==> src/rtl/tt_trng_collector.sv <==
// Entropy collector: a run-length health test, optional von Neumann debiasing and LFSR whitening,
// then word packing into a DEPTH-entry valid/ready FIFO.
module tt_trng_collector #(
    parameter int                 WORD_W    = 8,
    parameter int                 DEPTH     = 4,
    parameter int                 LFSR_W    = 16,
    parameter logic [LFSR_W-1:0]  LFSR_TAPS = 16'hB400,
    parameter int                 REP_LIMIT = 31
) (
    input  logic              clk,
    input  logic              rst,
    input  logic              en,
    input  logic              raw_bit,
    input  logic              vn_en,
    input  logic              whiten_en,
    input  logic              health_clr,
    output logic [WORD_W-1:0] out_data,
    output logic              out_valid,
    input  logic              out_ready,
    output logic              health_fail,
    output logic [7:0]        drop_cnt
);

    localparam int             PTR_W   = (DEPTH > 1) ? $clog2(DEPTH) : 1;
    localparam int             CNT_W   = PTR_W + 1;
    localparam int             BC_W    = (WORD_W > 1) ? $clog2(WORD_W) : 1;
    localparam logic [BC_W-1:0] BC_LAST = BC_W'(WORD_W - 1);
    localparam logic [7:0]     REP_MAX = 8'(REP_LIMIT);

    function automatic logic [7:0] sat_inc8(input logic [7:0] v, input logic [7:0] lim);
        return (v >= lim) ? lim : v + 8'd1;
    endfunction

    function automatic logic [LFSR_W-1:0] lfsr_step(input logic [LFSR_W-1:0] s);
        return {s[LFSR_W-2:0], ^(s & LFSR_TAPS)};
    endfunction

    logic                raw_p0;
    logic                vld_p0;
    logic                prev_p1;
    logic [7:0]          rep_cnt;
    logic [7:0]          rep_next;
    logic                fail_now;
    logic                proc_p1;
    logic                vn_phase;
    logic                vn_first;
    logic                vn_en_q;
    logic                vn_phase_eff;
    logic                cand_v;
    logic                cand;
    logic                acc_bit;
    logic                accept;
    logic                word_done;
    logic [LFSR_W-1:0]   lfsr;
    logic [WORD_W-1:0]   acc;
    logic [WORD_W-1:0]   acc_next;
    logic [BC_W-1:0]     bit_cnt;
    logic [WORD_W-1:0]   mem [DEPTH];
    logic [PTR_W-1:0]    wr_ptr;
    logic [PTR_W-1:0]    rd_ptr;
    logic [CNT_W-1:0]    count;
    logic                full;
    logic                pop;
    logic                do_push;

    // Stage 0: capture the raw bit
    always_ff @(posedge clk) begin
        if (en) raw_p0 <= raw_bit;
        if (rst) vld_p0 <= 1'b0;
        else     vld_p0 <= en;
    end

    // Stage 1: health test, debias, whiten, pack
    always_comb begin
        rep_next     = (rep_cnt == 8'd0 || raw_p0 == prev_p1) ? sat_inc8(rep_cnt, REP_MAX) : 8'd1;
        fail_now     = vld_p0 && (rep_next == REP_MAX);
        proc_p1      = vld_p0 && !health_fail && !fail_now;
        vn_phase_eff = (vn_en != vn_en_q) ? 1'b0 : vn_phase;
        cand_v       = 1'b0;
        cand         = 1'b0;
        if (!vn_en) begin
            cand_v = 1'b1;
            cand   = raw_p0;
        end else if (vn_phase_eff) begin
            cand_v = (vn_first != raw_p0);
            cand   = vn_first;
        end
        accept    = proc_p1 && cand_v;
        acc_bit   = cand ^ (whiten_en & lfsr[LFSR_W-1]);
        acc_next  = {acc[WORD_W-2:0], acc_bit};
        word_done = accept && (bit_cnt == BC_LAST);
        full      = (count == CNT_W'(DEPTH));
        pop       = out_valid && out_ready;
        do_push   = word_done && (!full || pop);
    end

    always_ff @(posedge clk) begin
        if (vld_p0) prev_p1 <= raw_p0;
        if (proc_p1 && vn_en && !vn_phase_eff) vn_first <= raw_p0;
    end

    always_ff @(posedge clk) begin
        if (rst) begin
            rep_cnt     <= 8'd0;
            health_fail <= 1'b0;
        end else if (fail_now) begin
            rep_cnt     <= rep_next;
            health_fail <= 1'b1;
        end else if (health_clr) begin
            rep_cnt     <= 8'd0;
            health_fail <= 1'b0;
        end else if (vld_p0) begin
            rep_cnt     <= rep_next;
        end
    end

    always_ff @(posedge clk) begin
        if (rst) begin
            vn_phase <= 1'b0;
            vn_en_q  <= 1'b0;
        end else if (fail_now) begin
            vn_phase <= 1'b0;
        end else if (proc_p1) begin
            vn_en_q  <= vn_en;
            vn_phase <= vn_en ? !vn_phase_eff : 1'b0;
        end
    end

    always_ff @(posedge clk) begin
        if (rst) begin
            lfsr    <= LFSR_W'(1);
            acc     <= '0;
            bit_cnt <= '0;
        end else begin
            if (accept) lfsr <= lfsr_step(lfsr);
            if (fail_now) begin
                acc     <= '0;
                bit_cnt <= '0;
            end else if (accept) begin
                acc     <= acc_next;
                bit_cnt <= word_done ? '0 : bit_cnt + BC_W'(1);
            end
        end
    end

    // Stage 2: output FIFO; a health failure flushes it
    always_ff @(posedge clk) begin
        if (do_push) mem[wr_ptr] <= acc_next;
    end

    always_ff @(posedge clk) begin
        if (rst) begin
            wr_ptr   <= '0;
            rd_ptr   <= '0;
            count    <= '0;
            drop_cnt <= 8'd0;
        end else if (fail_now) begin
            wr_ptr <= '0;
            rd_ptr <= '0;
            count  <= '0;
        end else begin
            if (word_done && full && !pop) drop_cnt <= sat_inc8(drop_cnt, 8'd255);
            if (do_push) wr_ptr <= wr_ptr + PTR_W'(1);
            if (pop)     rd_ptr <= rd_ptr + PTR_W'(1);
            case ({do_push, pop})
                2'b10:   count <= count + CNT_W'(1);
                2'b01:   count <= count - CNT_W'(1);
                default: count <= count;
            endcase
        end
    end

    assign out_valid = (count != '0);
    assign out_data  = out_valid ? mem[rd_ptr] : '0;

endmodule

==> config.mk <==
export PLATFORM = sky130hd
export DESIGN_NAME = tt_trng_collector
export DESIGN_NICKNAME = d
export VERILOG_FILES = /design/src/rtl/tt_trng_collector.sv
export SDC_FILE = /design/constraint.sdc
export NUM_CORES = 1
export LEC_CHECK = 0
export BUFFER_PORTS_ARGS = -buffer_cell sky130_fd_sc_hd__buf_2
export CELL_PAD_IN_SITES_DETAIL_PLACEMENT = 0
export CELL_PAD_IN_SITES_GLOBAL_PLACEMENT = 2
export CORE_MARGIN = 4
export CORE_UTILIZATION = 40
export DETAILED_ROUTE_END_ITERATION = 16
export GPL_TIMING_DRIVEN = 0
export PLACE_DENSITY_LB_ADDON = 0.1
export SYNTH_ARGS = -nofsm -noshare
export SYNTH_HDL_FRONTEND = slang
export SYNTH_SLANG_ARGS = --single-unit
==> constraint.sdc <==
create_clock -name clk -period 3.5 [get_ports clk]
set_input_delay 0.175 -clock clk [delete_from_list [all_inputs] [get_ports clk]]
set_output_delay 0.175 -clock clk [all_outputs]
set_load 0.02 [all_outputs]
==> flow_summary_export.csv, run 1 <==
group,metric,value,unit
run_status,status,"completed",
min_path,hp-class,"input port to flip-flop",
worst_setup_path,critPathLaunchType,"flip-flop",
worst_setup_path,crit_path_start,"rep_cnt[0]",
yosys,yosysWarnings,0,
routing,first_pass_iters,4,
global_route,grt_usage,14.3,%
worst_setup_path,endpoint_kind,"flip-flop",
worst_setup_path,reg2reg_to,"count[2]",
global_route,overflow,0,
yosys,synth_ff_type,"dfxtp_1",
power,ir_drop,0.199,mV
routing,vias,2627,
yosys,synth-seq-cells,90,
yosys,synth_top_family_by_area,"simple AND/OR/NAND/NOR gates",
cells_and_area,final_cell_mix,"dfxtp_1 (55), nor2_1 (48), edfxtp_1 (35)",
routing,routed_wl,7.68,mm
floorplan,std_cell_rows,36,
clocking,insertion_delay,0.36,ns
yosys,synth_edf_count,35,
floorplan,ios,26,
yosys,synthAdderAreaFrac,3.31,%
clocking,hold_buffers,1,
job,drv_cap,0,
yosys,synth_area_leaders,"dfxtp_1 (27%), edfxtp_1 (26%), mux2i_1 (6.5%)",
power,powerDensity,403,nW/um2
timing,fin_skew,0.0114,ns
routing,viasPerCell,4.99,
cells_and_area,layout-area-overhead-vs-synth,11.8,%
clocking,cts_setup_buffers,0,
clocking,ctsResizeCount,0,
worst_setup_path,required,3.76,ns
routing,drt_iter0_drc,89,
worst_setup_path,rr_startpoint,"rep_cnt[0]",
timing,rsz0062_at_grt,"no",
global_route,grt_pass1_wl,13.0,mm
yosys,synth.avg_cell_area,11.4,um2
floorplan,fp.dieH,108,um
yosys,syn-num-nets,370,
timing,setup_viol,0,
yosys,synth_cell_types,56,
yosys,netlist_instances,352,
clocking,cts.path.max_buffers,2,
global_route,grt_pass1_vias,2586,
timing,fin_tns_setup,0,ns
clocking,cts_made_buffers,9,
worst_setup_path,cp.arrival,3.17,ns
yosys,yosys.area_share.simple,15.1,%
cells_and_area,fill_cells,965,
floorplan,die-area,11700,um2
worst_setup_path,r2r_cells,11,
yosys,seq_area_frac_synth,53.7,%
worst_setup_path,crit_end,"count[2]",
timing,hold_ws,0.0281,ns
cells_and_area,final_nets,406,
placement,post-dp-hpwl,5.41,mm
clocking,cts-root-buf,"clkbuf_8",
placement,place_congestion,0.747,
timing,finalHoldViolCount,0,
clocking,h-tree-depth,3,
timing,max-slew-margin-rel,52.9,%
worst_setup_path,rrSetupSlack,0.60,ns
power,p_leak,1.64,nW
timing,fin_crit_sh,82.9,%
yosys,muxShareOfSynthArea,11.6,%
yosys,postSynth.asyncResetShare,0,%
global_route,grt_max_degree,17,
yosys,synth_xor_area_share,1.97,%
yosys,netlist_area,4010,um2
routing,wl_per_cell,14.6,um
yosys,synth-compound-area-share,10.9,%
routing,drc,0,
worst_setup_path,crit_fanout,10,
yosys,yosys.area.top_type,"dfxtp_1",
cells_and_area,drive_gt1_share,17.0,%
global_route,antenna_found_initial,0,
worst_setup_path,criticalPathCategory,"flip-flop to flip-flop",
timing,worstMarginPinSlew,0.707,ns
timing,fmax,345,MHz
yosys,yosysTopAreaCellShare,27.5,%
clocking,tritoncts,"yes",
floorplan,core-area,9770,um2
clocking,cts.clk_slew.worst_paths,0.09,ns
cells_and_area,diodes,0,
timing,drv_slew,0,
timing,period_needed,2.90,ns
power,total_power,1.80,mW
cells_and_area,final_common_cell,"dfxtp_1",
routing,drt.antenna.violating_nets,0,
placement,io_buffers,24,
clocking,cts.sinks,90,
floorplan,start_util,41.0,%
floorplan,die_w,108,um
==> power breakdown <==
group	total (mW)	internal (mW)	switching, mW
clock network	0.649	0.267	0.383
logic	0.0619	0.0237	0.0382
registers	1.09	1.09	0.00552
total	1.80	1.38	0.427
==> critical path, cell delays in order, from the launching register on <==
cell      delay, ns
dfxtp_1        0.47
ha_1           0.29
and3_1         0.31
a21oi_4        0.12
a21boi_4       0.26
a21oi_2        0.11
buf_6          0.17
nand2_1        0.13
nand2_1        0.09
fa_1           0.41
o211a_1        0.24
a211oi_1       0.20
==> area by class of cell <==
| type | instances | area (um2) | share of cell area, % |
|---|---|---|---|
| Timing Repair Buffer | 25 | 130 | 2.90 |
| Tap cell | 133 | 166 | 3.71 |
| Multi-Input combinational cell | 234 | 1720 | 38.3 |
| Clock buffer | 10 | 128 | 2.85 |
| Inverter | 12 | 45.0 | 1.01 |
| Buffer | 16 | 93.8 | 2.09 |
| Sequential cell | 90 | 2150 | 48.0 |
| Clock inverter | 6 | 50.0 | 1.12 |
==> cells by family (layout without fill, tap and decap cells) <==
kind of cell / count (synthesis) / count (layout)
buffers and inverters: 28 / 69
AND/OR/NAND/NOR: 122 / 122
flip-flops: 90 / 90
XOR/XNOR: 9 / 9
multiplexers: 36 / 36
adder cells (fa/ha/maj): 10 / 10
AO/OA/AOI/OAI: 57 / 57
==> stage by stage <==
step / area (um2) / util [%] / std cells / setup slack, ns
detailed placement: 4290 / 43.9 / 509 / 0.618
finish: 4480 / 45.9 / 526 / 0.598
global route: 4480 / 45.9 / 526 / 0.378
floorplan: 4010 / - / 352 / 1.01
global placement: 4290 / 43.9 / 509 / 0.627
CTS: 4480 / 45.9 / 526 / 0.574
==> worst min-delay path by stage <==
stage / slack, ns / depth (start not counted) / endpoint / from
CTS: 0.01 / 1 / raw_p0 / en
detailed placement: 0.36 / 1 / raw_p0 / raw_bit
finish: 0.03 / 1 / raw_p0 / en
global route: 0.02 / 1 / raw_p0 / en
floorplan: 0.27 / 0 / raw_p0 / raw_bit
global placement: 0.36 / 1 / raw_p0 / raw_bit
==> Yosys cell counts, drive strengths merged, types with 4 or more instances <==
master / instances
mux2i: 26
dfxtp: 55
nand2: 19
buf: 8
mux4: 8
ha: 9
a21oi: 18
clkbuf: 8
o21ai: 11
and3: 9
xnor2: 6
nor2: 49
a211oi: 4
edfxtp: 35
nand2b: 4
and2: 12
nor3: 6
nand3b: 5
inv: 12
nand3: 9
==> registers in the layout (all words and copies together), names as in the netlist, named ones only <==
register / cells
rep_cnt: 8
vn_first: 1
raw_p0: 1
wr_ptr: 2
drop_cnt: 8
count: 3
vld_p0: 1
mem: 32
prev_p1: 1
lfsr: 16
rd_ptr: 2
acc: 7
health_fail: 1
vn_en_q: 1
vn_phase: 1
bit_cnt: 3
==> per-layer routing <==
layer	vias to the layer above	GRT usage, %	wire, um
li1	1343	-	-
met1	1243	19.2	3850
met2	32	22.6	3470
met3	9	3.04	243
met4	0	5.95	108
met5	-	0	0
(Power assumes the default switching activity.)
==> run 2: changes to the inputs <==
==> constraint.sdc (replaced) <==
create_clock -name clk -period 3 [get_ports clk]
set_input_delay 0.15 -clock clk [delete_from_list [all_inputs] [get_ports clk]]
set_output_delay 0.15 -clock clk [all_outputs]
set_load 0.02 [all_outputs]
==> flow_summary_export.csv, run 2 (synthesized netlist as in run 1, its figures left out) <==
group,metric,value,unit
clocking,cts.clk_slew.worst_paths,0.10,ns
timing,drv_slew,0,
timing,period_needed,2.77,ns
cells_and_area,fin_util,46.0,%
timing,max-slew-margin-rel,52.9,%
cells_and_area,largest_reg_flops,32,
timing,fin_crit_sh,92.5,%
timing,setup_viol,0,
cells_and_area,top_register,"mem",
placement,post-dp-hpwl,5.41,mm
timing,fmax,360,MHz
clocking,cts-root-buf,"clkbuf_8",
power,total_power,2.11,mW
run_status,status,"completed",
worst_setup_path,r2r_cells,10,
clocking,cts.path.max_buffers,2,
timing,fin_tns_setup,0,ns
floorplan,start_util,41.0,%
min_path,hp-start,"vn_en",
routing,first_pass_iters,4,
worst_setup_path,critPathLaunchType,"flip-flop",
job,drv_cap,0,
worst_setup_path,rrSetupSlack,0.23,ns
placement,dp_cells,509,
worst_setup_path,criticalPathCategory,"flip-flop to flip-flop",
floorplan,die_w,108,um
timing,worstMarginPinSlew,0.707,ns
routing,routed_wl,7.68,mm
min_path,hold_depth,3,
worst_setup_path,endpoint_kind,"flip-flop",
global_route,grt_usage,14.3,%
timing,fin_skew,0.0117,ns
clocking,tritoncts,"yes",
cells_and_area,layout-area-overhead-vs-synth,12.2,%
power,ir_drop,0.233,mV
routing,drt_iter0_drc,89,
global_route,grt_pass1_wl,13.0,mm
timing,fin_ws,0.226,ns
routing,vias,2632,
cells_and_area,fin_cells,527,
cells_and_area,top_regs,"mem (32), lfsr (16)",
cells_and_area,diodes,0,
timing,rsz0062_at_grt,"no",
global_route,grt_max_degree,17,
clocking,cts.sinks,90,
floorplan,core-area,9770,um2
min_path,hp-class,"input port to flip-flop",
routing,viasPerCell,4.99,
timing,hold_ws,0.104,ns
min_path,whs_endpoint,"vn_en_q",
global_route,antenna_found_initial,0,
worst_setup_path,slowest_stage,"fa_1",
worst_setup_path,crit_chain,"nor3_2 -> a41o_1 -> a21boi_4 -> a21oi_2 -> buf_6 -> nand2_1 -> nand2_1 -> fa_1 -> o211a_1 -> a211oi_1",
worst_setup_path,rr_startpoint,"rep_cnt[7]",
cells_and_area,final_cell_mix,"dfxtp_1 (53), nor2_1 (48), edfxtp_1 (35)",
global_route,overflow,0,
cells_and_area,final_common_cell,"dfxtp_1",
routing,wl_per_cell,14.6,um
worst_setup_path,cp.arrival,3.04,ns
cells_and_area,fill_cells,965,
clocking,insertion_delay,0.36,ns
timing,finalHoldViolCount,0,
floorplan,die-area,11700,um2
cells_and_area,drive_gt1_share,17.8,%
worst_setup_path,crit_fanout,10,
clocking,h-tree-depth,3,
placement,io_buffers,24,
placement,dpl_cell_area,4290,um2
floorplan,fp.dieH,108,um
routing,drt.antenna.violating_nets,0,
placement,pre_cts_ws,0.118,ns
routing,drc,0,
clocking,cts_made_buffers,9,
floorplan,ios,26,
placement,place_congestion,0.747,
global_route,grt_pass1_vias,2584,
worst_setup_path,reg2reg_to,"count[2]",
worst_setup_path,required,3.26,ns
cells_and_area,final_area,4500,um2
worst_setup_path,crit_top_cell,"nand2_1",
cells_and_area,final_nets,407,
power,p_leak,1.65,nW
floorplan,std_cell_rows,36,
power,powerDensity,469,nW/um2
worst_setup_path,critPathMaxStageDelay,0.41,ns
## run 2: layout make-up
class                      count  area [um2]  area share [%]
clock inverter                 6        50.0            1.11
multi-input combinational    234        1720            38.2
timing repair buffer          26         140            3.12
tap                          133         166            3.70
sequential                    90        2150            47.9
inverter                      12        45.0            1.00
clock buffer                  10         128            2.84
buffer                        16        93.8            2.09
## run 2: worst max path at each step
stage	start	endpoint	cells past startpoint	slack, ns
CTS	rep_cnt[0]	count[2]	11	0.07
floorplan	rep_cnt[1]	count[1]	11	0.51
global placement	rep_cnt[0]	count[2]	11	0.13
detailed placement	rep_cnt[0]	count[2]	12	0.12
finish	rep_cnt[7]	count[2]	10	0.23
global route	rep_cnt[7]	count[2]	11	0.001
## run 2: repair_timing
item                                    4_1_cts  5_1_grt
buffers inserted                              0        0
hold buffers                                  2        0
resized for setup                             0        3
endpoints found under the hold margin         2        0
endpoints found under the setup margin        0        2
## run 2: worst max-delay path, delay by kind of cell (launching register included)
family                   cells  cell delay (ns)
AO/OA/AOI/OAI                5             1.20
adder cells (fa/ha/maj)      1             0.41
buffers and inverters        1             0.17
flip-flops                   1             0.34
AND/OR/NAND/NOR              3             0.56
## run 2: power breakdown
group	internal, mW	total (mW)	switching, mW
clock	0.311	0.758	0.447
combinational	0.0285	0.0733	0.0448
sequential	1.27	1.28	0.00644
## run 2: metal layers
metal	vias up	part of all wire (%)	global-route usage, %
met3	9	3.5	3.04
met1	1244	50	19.2
met5	-	0	0
li1	1344	-	-
met2	35	45	22.6
met4	0	1.4	5.95
==> run 3: changes to the inputs <==
--- a/config.mk
+++ b/config.mk
@@ -8,6 +8,7 @@
 export BUFFER_PORTS_ARGS = -buffer_cell sky130_fd_sc_hd__buf_2
 export CELL_PAD_IN_SITES_DETAIL_PLACEMENT = 0
 export CELL_PAD_IN_SITES_GLOBAL_PLACEMENT = 2
+export CORE_ASPECT_RATIO = 0.5
 export CORE_MARGIN = 4
 export CORE_UTILIZATION = 40
 export DETAILED_ROUTE_END_ITERATION = 16
==> flow_summary_export.csv, run 3 (synthesized netlist as in run 1, its figures left out) <==
group,metric,value,unit
placement,pre_cts_ws,0.245,ns
cells_and_area,largest_reg_flops,32,
routing,wl_met2,3.42,mm
clocking,cts_setup_buffers,0,
clocking,cts_made_buffers,9,
routing,vias,2651,
clocking,h-tree-depth,3,
global_route,grt_usage,14.0,%
placement,io_buffers,24,
cells_and_area,layout-area-overhead-vs-synth,16.2,%
routing,wl_met1,3.64,mm
cells_and_area,top_regs,"mem (32), lfsr (16)",
floorplan,std_cell_rows,25,
worst_setup_path,crit_top_cell,"nand2_1",
floorplan,start_util,41.7,%
timing,rsz0062_at_grt,"no",
worst_setup_path,endpoint_kind,"flip-flop",
timing,fin_ws,0.236,ns
power,p_leak,1.72,nW
clocking,insertion_delay,0.34,ns
routing,drt.antenna.violating_nets,0,
timing,fmax,362,MHz
worst_setup_path,crit_fanout,10,
worst_setup_path,critPathMaxStageDelay,0.43,ns
cells_and_area,final_area,4660,um2
cells_and_area,final_nets,406,
worst_setup_path,cp_top_family,"compound AO/OA/AOI/OAI gates",
routing,first_pass_iters,4,
worst_setup_path,crit_chain,"ha_1 -> and3_1 -> a21oi_4 -> a21boi_4 -> a21oi_2 -> buf_6 -> nand2_1 -> nand2_1 -> fa_1 -> o21ai_0 -> o211a_1 -> a211oi_1",
global_route,grt_pass1_vias,2566,
timing,fin_skew,0.00849,ns
worst_setup_path,crit_path_start,"rep_cnt[1]",
worst_setup_path,required,3.22,ns
floorplan,die_w,150,um
placement,place_congestion,0.812,
clocking,cts.path.max_buffers,2,
clocking,cts.clk_slew.worst_paths,0.06,ns
timing,fin_crit_sh,92.1,%
min_path,hp-class,"input port to flip-flop",
global_route,grt_max_degree,17,
worst_setup_path,cp.arrival,2.98,ns
floorplan,fp.dieH,78.8,um
routing,drt_iter0_drc,166,
routing,viasPerCell,5.02,
timing,drv_slew,0,
routing,drc,0,
timing,period_needed,2.76,ns
timing,max-slew-margin-rel,53.5,%
cells_and_area,diodes,0,
placement,post-dp-hpwl,5.44,mm
timing,finalHoldViolCount,0,
routing,highest_layer,"met4",
cells_and_area,fin_cells,528,
global_route,overflow,0,
cells_and_area,multi_input_area,1720,um2
cells_and_area,fill_cells,865,
worst_setup_path,slowest_stage,"dfxtp_1",
clocking,ctsResizeCount,0,
timing,setup_viol,0,
clocking,tritoncts,"yes",
cells_and_area,final_cell_mix,"dfxtp_1 (55), nor2_1 (48), edfxtp_1 (35)",
power,powerDensity,567,nW/um2
min_path,hp-start,"en",
floorplan,ios,26,
routing,wl_met3,426,um
floorplan,core-area,9600,um2
global_route,grt_pass1_wl,12.8,mm
cells_and_area,final_common_cell,"dfxtp_1",
cells_and_area,drive_gt1_share,17.3,%
cells_and_area,top_register,"mem",
worst_setup_path,critPathLaunchType,"flip-flop",
run_status,status,"completed",
clocking,cts.sinks,90,
routing,routed_wl,7.56,mm
cells_and_area,seqCellArea,2150,um2
worst_setup_path,rr_startpoint,"rep_cnt[1]",
placement,dp_cells,511,
clocking,cts-root-buf,"clkbuf_16",
floorplan,die-area,11800,um2
job,drv_cap,0,
global_route,antenna_found_initial,0,
timing,fin_tns_setup,0,ns
timing,worstMarginPinSlew,0.698,ns
routing,wl_per_cell,14.3,um
power,ir_drop,0.258,mV
worst_setup_path,cp.buffers_inverters,1,
worst_setup_path,criticalPathCategory,"flip-flop to flip-flop",
placement,dpl_cell_area,4300,um2
[run 3: cell types whose count changed in the layout (fill, tap and decap cells not counted), moves of 2 or more]
cell	change
clkbuf_16	+9
clkbuf_8	-9
bufinv_16	+3
clkinv_4	-2
dfxtp_1	+2
dfxtp_2	-2
[run 3: final timing paths]
kind / slack, ns / cells after the start / endpoint
setup reg to reg: 0.24 / 12 / count[2]
hold / removal: 0.04 / 1 / raw_p0
hold reg to reg: 0.46 / 2 / vn_phase
setup / recovery: 0.24 / 12 / count[2]
[run 3: cell type report]
| type | count | area share [%] |
|---|---|---|
| Sequential cell | 90 | 46.2 |
| Multi-Input combinational cell | 234 | 36.9 |
| Clock buffer | 9 | 4.84 |
| Tap cell | 135 | 3.63 |
| Timing Repair Buffer | 25 | 2.79 |
| Clock inverter | 7 | 2.69 |
| Buffer | 16 | 2.02 |
| Inverter | 12 | 0.967 |
[run 3: per-layer routing]
layer / track usage [%] / vias to the layer above
met5: 0 / -
met4: 4.57 / 0
met3: 4.96 / 11
met2: 22.2 / 53
met1: 18.0 / 1242
li1: - / 1345
[run 3: worst register-to-register path, stage by stage, from the launching register on]
cell and delay [ns]:
dfxtp_1 0.43, ha_1 0.28, and3_1 0.30, a21oi_4 0.12, a21boi_4 0.27, a21oi_2 0.11
buf_6 0.18, nand2_1 0.10, nand2_1 0.07, fa_1 0.41, o21ai_0 0.19, o211a_1 0.17
a211oi_1 0.04
[run 3: repair_timing]
item	4_1_cts	5_1_grt
endpoints found under the setup margin	0	0
hold buffers	1	0
endpoints found under the hold margin	1	0
[run 3: per-stage QoR]
step           hold slack [ns]  power, mW  utilization, %
3_5_place_dp             0.336       1.38            44.7
2_1_floorplan            0.249       1.35               -
4_1_cts                 0.0198       2.67            48.5
3_3_place_gp             0.344       1.38            44.7
5_1_grt                 0.0153       2.75            48.5
6_report                0.0354       2.64            48.5
[run 3: power breakdown]
group	total (mW)	leakage, nW	internal, mW	switching, mW
registers	1.28	0.748	1.27	0.00661
clock network	1.29	0.164	0.822	0.468
logic	0.0727	0.812	0.0276	0.0451
total	2.64	1.72	2.12	0.520
